`src/rtl/rs_age_select_pkg.sv`:
```
`default_nettype none
// ============================================================================
// Module   : rs_age_select_pkg
// Brief    : Shared types, build defaults and operand-source helper for the
//            rs_age_select reservation station.
// Revision : 1.0
// ============================================================================

`ifndef RS_SIZE_BIT
`define RS_SIZE_BIT 2
`endif
`ifndef ROB_WIDTH_BIT
`define ROB_WIDTH_BIT 4
`endif
`ifndef RS_TYPE_BIT
`define RS_TYPE_BIT 4
`endif
`ifndef NUM_CDB
`define NUM_CDB 2
`endif

package rs_age_select_pkg;

    localparam int DATA_W = 32;

    typedef struct packed {
        logic              hit;
        logic [DATA_W-1:0] value;
    } cdb_hit_t;

    typedef enum logic [1:0] {
        OPND_STORED  = 2'd0,
        OPND_BYPASS  = 2'd1,
        OPND_PENDING = 2'd2
    } opnd_src_e;

    function automatic opnd_src_e opnd_src(input logic has_dep, input logic hit);
        if (!has_dep) begin
            return OPND_STORED;
        end else if (hit) begin
            return OPND_BYPASS;
        end else begin
            return OPND_PENDING;
        end
    endfunction

endpackage

`default_nettype wire

```
`src/rtl/rs_pick.sv`:
```
`default_nettype none
// ============================================================================
// Module   : rs_pick
// Brief    : Issue selector. Lowest-index ready entry by default; with
//            RS_AGE_ORDER_EN defined, the oldest ready entry via an age matrix.
// Revision : 1.0
// ============================================================================

module rs_pick #(
    parameter int N     = 4,
    parameter int IDX_W = 2
) (
    input  logic [N-1:0]     ready,
`ifdef RS_AGE_ORDER_EN
    input  logic [N*N-1:0]   older,
`endif
    output logic [N-1:0]     grant,
    output logic [IDX_W-1:0] idx,
    output logic             any
);

    logic [N-1:0] cand;

`ifdef RS_AGE_ORDER_EN
    // Row e of the matrix marks the entries older than e.
    for (genvar e = 0; e < N; e++) begin : g_age
        assign cand[e] = ready[e] && !(|(older[e*N +: N] & ready));
    end
`else
    assign cand = ready;
`endif

    always_comb begin
        grant = '0;
        idx   = '0;
        any   = 1'b0;
        for (int e = 0; e < N; e++) begin
            if (cand[e] && !any) begin
                any      = 1'b1;
                grant[e] = 1'b1;
                idx      = IDX_W'(e);
            end
        end
    end

endmodule

`default_nettype wire

```
`src/rtl/rs_age_select.sv`:
```
`default_nettype none
// ============================================================================
// Module   : rs_age_select
// Brief    : Reservation station with NUM_CDB-channel wakeup/bypass, issue
//            handshake, flush and occupancy. RS_AGE_ORDER_EN selects age order.
// Revision : 1.0
// ============================================================================

module rs_age_select
    import rs_age_select_pkg::*;
#(
    parameter int RS_SIZE_BIT = `RS_SIZE_BIT,
    parameter int NUM_CDB     = `NUM_CDB,
    parameter int ROB_W       = `ROB_WIDTH_BIT,
    parameter int TYPE_W      = `RS_TYPE_BIT
) (
    input  logic                      clk_in,
    input  logic                      rst_n_in,
    input  logic                      rdy_in,
    input  logic                      flush,
    input  logic                      inst_valid,
    input  logic [TYPE_W-1:0]         inst_type,
    input  logic [ROB_W-1:0]          inst_rob_id,
    input  logic [DATA_W-1:0]         inst_r1,
    input  logic [DATA_W-1:0]         inst_r2,
    input  logic [ROB_W-1:0]          inst_dep1,
    input  logic [ROB_W-1:0]          inst_dep2,
    input  logic                      inst_has_dep1,
    input  logic                      inst_has_dep2,
    input  logic [NUM_CDB-1:0]        cdb_valid,
    input  logic [NUM_CDB*ROB_W-1:0]  cdb_rob_id,
    input  logic [NUM_CDB*DATA_W-1:0] cdb_value,
    output logic                      full,
    output logic [RS_SIZE_BIT:0]      count,
    output logic                      overflow,
    output logic                      issue_valid,
    input  logic                      issue_ready,
    output logic [TYPE_W-1:0]         issue_type,
    output logic [ROB_W-1:0]          issue_rob_id,
    output logic [DATA_W-1:0]         issue_r1,
    output logic [DATA_W-1:0]         issue_r2
);

    localparam int DEPTH = 1 << RS_SIZE_BIT;
    localparam int CNT_W = RS_SIZE_BIT + 1;

    logic [DEPTH-1:0]  busy_q, busy_d;
    logic [DEPTH-1:0]  has_dep1_q, has_dep1_d, has_dep2_q, has_dep2_d;
    logic [ROB_W-1:0]  rob_q  [DEPTH];
    logic [ROB_W-1:0]  rob_d  [DEPTH];
    logic [TYPE_W-1:0] type_q [DEPTH];
    logic [TYPE_W-1:0] type_d [DEPTH];
    logic [DATA_W-1:0] r1_q   [DEPTH];
    logic [DATA_W-1:0] r1_d   [DEPTH];
    logic [DATA_W-1:0] r2_q   [DEPTH];
    logic [DATA_W-1:0] r2_d   [DEPTH];
    logic [ROB_W-1:0]  dep1_q [DEPTH];
    logic [ROB_W-1:0]  dep1_d [DEPTH];
    logic [ROB_W-1:0]  dep2_q [DEPTH];
    logic [ROB_W-1:0]  dep2_d [DEPTH];
    logic [CNT_W-1:0]  count_q, count_d;
    logic              overflow_q, overflow_d;

    // Lowest-index valid channel carrying the tag wins.
    function automatic cdb_hit_t cdb_lookup(input logic [ROB_W-1:0] tag);
        cdb_hit_t res;
        res = '0;
        for (int k = NUM_CDB - 1; k >= 0; k--) begin
            if (cdb_valid[k] && (cdb_rob_id[k*ROB_W +: ROB_W] == tag)) begin
                res.hit   = 1'b1;
                res.value = cdb_value[k*DATA_W +: DATA_W];
            end
        end
        return res;
    endfunction

    cdb_hit_t          hit1  [DEPTH];
    cdb_hit_t          hit2  [DEPTH];
    logic [DATA_W-1:0] opnd1 [DEPTH];
    logic [DATA_W-1:0] opnd2 [DEPTH];
    logic [DEPTH-1:0]  ready;

    for (genvar e = 0; e < DEPTH; e++) begin : g_entry
        assign hit1[e]  = cdb_lookup(dep1_q[e]);
        assign hit2[e]  = cdb_lookup(dep2_q[e]);
        assign opnd1[e] = has_dep1_q[e] ? hit1[e].value : r1_q[e];
        assign opnd2[e] = has_dep2_q[e] ? hit2[e].value : r2_q[e];
        assign ready[e] = busy_q[e]
                       && (!has_dep1_q[e] || hit1[e].hit)
                       && (!has_dep2_q[e] || hit2[e].hit);
    end

    cdb_hit_t          ins_hit1, ins_hit2;
    logic [DATA_W-1:0] ins_r1, ins_r2;
    logic              ins_has1, ins_has2;

    assign ins_hit1 = cdb_lookup(inst_dep1);
    assign ins_hit2 = cdb_lookup(inst_dep2);

    always_comb begin
        ins_r1   = inst_r1;
        ins_has1 = 1'b0;
        case (opnd_src(inst_has_dep1, ins_hit1.hit))
            OPND_STORED:  ins_r1 = inst_r1;
            OPND_BYPASS:  ins_r1 = ins_hit1.value;
            default:      ins_has1 = 1'b1;
        endcase
        ins_r2   = inst_r2;
        ins_has2 = 1'b0;
        case (opnd_src(inst_has_dep2, ins_hit2.hit))
            OPND_STORED:  ins_r2 = inst_r2;
            OPND_BYPASS:  ins_r2 = ins_hit2.value;
            default:      ins_has2 = 1'b1;
        endcase
    end

    logic [RS_SIZE_BIT-1:0] ins_idx;
    logic                   ins_found;

    always_comb begin
        ins_idx   = '0;
        ins_found = 1'b0;
        for (int e = 0; e < DEPTH; e++) begin
            if (!busy_q[e] && !ins_found) begin
                ins_found = 1'b1;
                ins_idx   = RS_SIZE_BIT'(e);
            end
        end
    end

    logic [DEPTH-1:0]       grant;
    logic [RS_SIZE_BIT-1:0] pick_idx;
    logic                   pick_any;
    logic                   accept;
    logic                   handshake;

`ifdef RS_AGE_ORDER_EN
    logic [DEPTH*DEPTH-1:0] older_q, older_d;
`endif

    rs_pick #(
        .N     (DEPTH),
        .IDX_W (RS_SIZE_BIT)
    ) u_pick (
        .ready (ready),
`ifdef RS_AGE_ORDER_EN
        .older (older_q),
`endif
        .grant (grant),
        .idx   (pick_idx),
        .any   (pick_any)
    );

    assign full         = &busy_q;
    assign count        = count_q;
    assign overflow     = overflow_q;
    assign accept       = inst_valid && ins_found;
    assign issue_valid  = pick_any && rdy_in && !flush;
    assign handshake    = issue_valid && issue_ready;
    assign issue_type   = issue_valid ? type_q[pick_idx] : '0;
    assign issue_rob_id = issue_valid ? rob_q[pick_idx]  : '0;
    assign issue_r1     = issue_valid ? opnd1[pick_idx]  : '0;
    assign issue_r2     = issue_valid ? opnd2[pick_idx]  : '0;

    always_comb begin
        busy_d     = busy_q;
        has_dep1_d = has_dep1_q;
        has_dep2_d = has_dep2_q;
        rob_d      = rob_q;
        type_d     = type_q;
        r1_d       = r1_q;
        r2_d       = r2_q;
        dep1_d     = dep1_q;
        dep2_d     = dep2_q;
        count_d    = count_q;
        overflow_d = overflow_q || (inst_valid && full);
        if (flush) begin
            busy_d  = '0;
            count_d = '0;
        end else begin
            for (int e = 0; e < DEPTH; e++) begin
                if (has_dep1_q[e] && hit1[e].hit) begin
                    has_dep1_d[e] = 1'b0;
                    r1_d[e]       = hit1[e].value;
                end
                if (has_dep2_q[e] && hit2[e].hit) begin
                    has_dep2_d[e] = 1'b0;
                    r2_d[e]       = hit2[e].value;
                end
            end
            if (handshake) begin
                busy_d = busy_d & ~grant;
            end
            // The insert slot is free, so it never collides with the issued one.
            if (accept) begin
                busy_d[ins_idx]     = 1'b1;
                rob_d[ins_idx]      = inst_rob_id;
                type_d[ins_idx]     = inst_type;
                r1_d[ins_idx]       = ins_r1;
                r2_d[ins_idx]       = ins_r2;
                has_dep1_d[ins_idx] = ins_has1;
                has_dep2_d[ins_idx] = ins_has2;
                dep1_d[ins_idx]     = inst_dep1;
                dep2_d[ins_idx]     = inst_dep2;
            end
            count_d = count_q + CNT_W'(accept) - CNT_W'(handshake);
        end
    end

`ifdef RS_AGE_ORDER_EN
    always_comb begin
        older_d = older_q;
        if (flush) begin
            older_d = '0;
        end else begin
            if (handshake) begin
                for (int e = 0; e < DEPTH; e++) begin
                    older_d[e*DEPTH + int'(pick_idx)] = 1'b0;
                end
            end
            if (accept) begin
                older_d[int'(ins_idx)*DEPTH +: DEPTH] =
                    busy_q & ~(grant & {DEPTH{handshake}});
            end
        end
    end
`endif

    always_ff @(posedge clk_in) begin
        if (!rst_n_in) begin
            busy_q     <= '0;
            count_q    <= '0;
            overflow_q <= 1'b0;
`ifdef RS_AGE_ORDER_EN
            older_q    <= '0;
`endif
        end else if (rdy_in) begin
            busy_q     <= busy_d;
            count_q    <= count_d;
            overflow_q <= overflow_d;
`ifdef RS_AGE_ORDER_EN
            older_q    <= older_d;
`endif
        end
    end

    // Payload is only meaningful while busy, so it needs no reset.
    always_ff @(posedge clk_in) begin
        if (rdy_in) begin
            has_dep1_q <= has_dep1_d;
            has_dep2_q <= has_dep2_d;
            rob_q      <= rob_d;
            type_q     <= type_d;
            r1_q       <= r1_d;
            r2_q       <= r2_d;
            dep1_q     <= dep1_d;
            dep2_q     <= dep2_d;
        end
    end

endmodule

`default_nettype wire

```
`config.mk`:
```
export PLATFORM = sky130hd
export DESIGN_NAME = rs_age_select
export DESIGN_NICKNAME = d
export VERILOG_FILES = /design/src/rtl/rs_age_select_pkg.sv /design/src/rtl/rs_pick.sv /design/src/rtl/rs_age_select.sv
export SDC_FILE = /design/constraint.sdc
export NUM_CORES = 1
export LEC_CHECK = 0
export CAP_MARGIN = 20
export CORE_AREA = 2 2 283 285
export DETAILED_ROUTE_END_ITERATION = 16
export DIE_AREA = 0 0 285 287
export GPL_ROUTABILITY_DRIVEN = 1
export HOLD_SLACK_MARGIN = 0.06
export SKIP_LAST_GASP = 1
export SLEW_MARGIN = 20
export SYNTH_ARGS = -nofsm -noshare
export SYNTH_HDL_FRONTEND = slang
export SYNTH_HIERARCHICAL = 1
export SYNTH_SLANG_ARGS = --single-unit
```
`constraint.sdc`:
```
create_clock -name clk_in -period 19.2 [get_ports clk_in]
set_input_delay 3.84 -clock clk_in [delete_from_list [all_inputs] [get_ports clk_in]]
set_output_delay 3.84 -clock clk_in [all_outputs]
set_load 0.005 [all_outputs]
```
==> key figures <==
Setup path
  – Setup CP Type: input port to output pin
  – R2R cell count: 19
  – Critical Path RT: 15.36 ns
  – Worst-path maximum fanout: 81
  – RR Endpoint: count[2]$_SDFFE_PN0P_
  – R2r setup slk: 14.80 ns
  – FF-to-FF Start: dep2_q[13]$_DFFE_PP_
  – Critical Path End Type: output pin
  – Startpoint type of the worst setup path: input port
  – WP data arrival: 9.98 ns

Finish
  – # nets final: 3040
  – Final core utilization: 40.2%
  – Area Growth Syn to Fin: 15.8%
  – Share of cells above drive strength 1: 11.2%
  – Cell Count, Final, Fillers Out: 3962

Detailed routing
  – DR pass1 iterations: 7
  – Via-to-Cell Ratio: 6.61
  – Post-route ant nets: 0
  – Final wirelength: 117 mm
  – Remaining DRCs: 0
  – Via count: 26200
  – Iter 0 DRT Violations: 3343
  – Post-DR wirelength/cell: 29.4 um

Timing
  – Setup violators final: 0
  – Fin crit period: 13.82 ns
  – Pins Over Slew Limit: 0
  – Final worst path period share: 72.0%
  – Post-route setup TNS: 0 ns
  – RSZ-0062 raised after global routing: false
  – Slew headroom: 25.0%
  – Slew @ Worst Pin: 1.12 ns
  – Fmax: 0.0724 GHz
  – Fin worst setup slack: 5.38 ns
  – Final Hold Viols: 0
  – Clock skew: 0.0301 ns

Pwr
  – Tot Pwr: 2.03 mW
  – Cell leakage power: 10.6 nW
  – Worst vdd ir: 60.6 uV
  – Pwr dens: 64.2 nW/um^2

Global routing
  – Largest net degree at the start of global routing: 85
  – Total global-route track usage: 27.2%
  – Vias in the first global route: 24800
  – Initial antenna violation count: 6
  – First-pass GRT wire length: 170 mm
  – Grt ovf: 0

Synthesis
  – Largest cells by area after synthesis: edfxtp_1 36%, mux2i_1 10%, a21oi_1 5.2%
  – Dominant cell type by area after synthesis: edfxtp_1
  – Share of the synthesized area in the top cell type: 36.1%
  – Cell area after synthesis: 27300 um^2
  – Ys async rst share: 0%
  – Synth warn: 6
  – Count leader, synth: edfxtp_1
  – Synth Flop Type: edfxtp_1
  – Top cells by count, synth: 328 x edfxtp_1, 292 x clkbuf_1, 283 x a21oi_1
  – Post-synthesis area per instance: 9.46 um^2
  – Synth cell types: 76
  – EDFF count, synth: 328
  – Gate Count Post-Synth: 2887
  – Sequential-to-total area share from yosys stat: 36.7%
  – Seq cells post-synth: 336
  – Syn_nets: 3052

Die
  – DIE AREA: 81800 um^2
  – Die Wd: 285 um
  – Core Region: 78600 um^2
  – # IOs: 240
  – Initial core utilization: 34.7%
  – Row cnt: 103
  – Die Ht: 287 um

Clock network
  – CTS max path bufs: 3
  – CTS Buf Count: 42
  – TritonCTS clock tree: yes
  – H-tree level count: 2
  – CTS Hold Bufs: 0
  – Clk root buf: clkbuf_16
  – Clock slew at reported path FFs: 0.05 ns
  – Num Clock Sinks: 336
  – Skew-Pair Late Insertion Delay: 0.61 ns
  – Post-CTS Resized: 0
  – Setup bufs post-CTS: 0

Placement
  – RD Place Congestion: 0.857
  – Number of port buffers: 239
  – Cells after DPL: 3881
  – DP Worst Slack: 5.53 ns
  – Post-DP HPWL: 67.7 mm

Worst hold path
  – HP Class: register to register
  – WHS Path Cells: 2
  – Hold Crit Start: overflow$_SDFFE_PN0P_
  – Hold endpoint: overflow$_SDFFE_PN0P_

Status
  – Status: complete, no violations

Run
  – Max Cap Viol: 0
## state kept, by name (all words and copies together), names as in the netlist, 3 cells and up
signal and flops:
busy_q 4, count 3, dep1_q 16, dep2_q 16, has_dep1_q 4, has_dep2_q 4
r1_q 128, r2_q 128, rob_q 16, type_q 16
## cell families (layout without fill, tap and decap cells)
| family | count (synthesis) | count (layout) | synth area share (%) |
|---|---|---|---|
| adder cells (fa/ha/maj) | 3 | 3 | 0.165 |
| buffers and inverters | 393 | 414 | 6.13 |
| other | 0 | 4 | 0 |
| XOR/XNOR | 75 | 75 | 2.41 |
| multiplexers | 396 | 396 | 15.4 |
| AND/OR/NAND/NOR | 632 | 632 | 12.7 |
| flip-flops | 336 | 336 | 36.7 |
| AO/OA/AOI/OAI | 1052 | 1052 | 26.5 |
## how the worst max path moves through the flow
stage          cells after the start      endpoint           from  slack, ns
2_1_floorplan                      7  issue_r2[10]         rdy_in       4.75
3_3_place_gp                      16  issue_r1[30]  cdb_rob_id[2]       5.49
3_5_place_dp                      16  issue_r1[30]  cdb_rob_id[2]       5.53
4_1_cts                           16  issue_r1[30]  cdb_rob_id[2]       5.52
5_1_grt                           16  issue_r1[30]  cdb_rob_id[2]       5.13
6_report                          16  issue_r1[30]  cdb_rob_id[2]       5.38
## worst max-delay path, cell delays in order
cell	delay [ns]
clkdlybuf4s50_1	0.72
xor2_1	0.29
nor3_1	0.31
and3_2	0.23
buf_4	0.54
nor2_1	0.15
a21oi_1	0.37
nand2b_4	0.11
a21oi_4	0.16
buf_4	0.56
buf_4	0.91
a21oi_1	0.08
nor2b_1	0.16
a311oi_1	0.06
o32ai_1	0.73
clkdlybuf4s50_1	0.64
## per-stage QoR
step | area (um^2) | hold slack [ns]
floorplan | 27300 | 0.471
global placement | 30200 | 0.468
detailed placement | 30200 | 0.482
CTS | 31600 | 0.490
global route | 31600 | 0.514
finish | 31600 | 0.493
## metal layers
layer / vias up / routed length, um / GRT usage, %
met1: 12800 / 46300 / 35.7
li1: 11300 / - / -
met5: - / 0 / 0
met4: 0 / 5020 / 12.1
met3: 346 / 12800 / 5.90
met2: 1770 / 52600 / 43.2
## cell type report
class	count	area, um^2
antenna	4	10.0
clock inverter	28	288
fill	7739	47000
tap	1050	1310
inverter	16	67.6
sequential	336	10000
clock buffer	49	1100
timing repair buffer	321	3020
multi-input combinational	2158	15800
## power by group
group	internal [mW]	switching, mW	total [mW]
registers	0.842	0.0147	0.856
clock network	0.479	0.362	0.841
logic	0.120	0.211	0.331
## cell usage in the layout, fill, tap and decap left out, drive strengths merged, types with 5 or more instances in the layout
master           n
a311oi          57
o22ai          117
edfxtp         328
nand2           75
inv             17
o21a             5
mux4             8
clkinv          22
a32o            31
o221ai          26
o32ai           35
mux2i          280
nor2            82
mux2           108
a21boi           6
clkbuf          49
xnor2           34
nand2b          40
and2            40
nor3            12
or4             32
a21oi          283
clkdlybuf4s50  238
a21o            27
a221oi          44
xor2            41
nand4           32
nor2b           75
bufinv           5
a22oi           57
dfxtp            8
and3            69
o21ai          199
nand3          155
a2bb2oi         23
buf             83
a211o           62
o2bb2ai         63
Note: power is estimated with default switching activity, not from simulation.
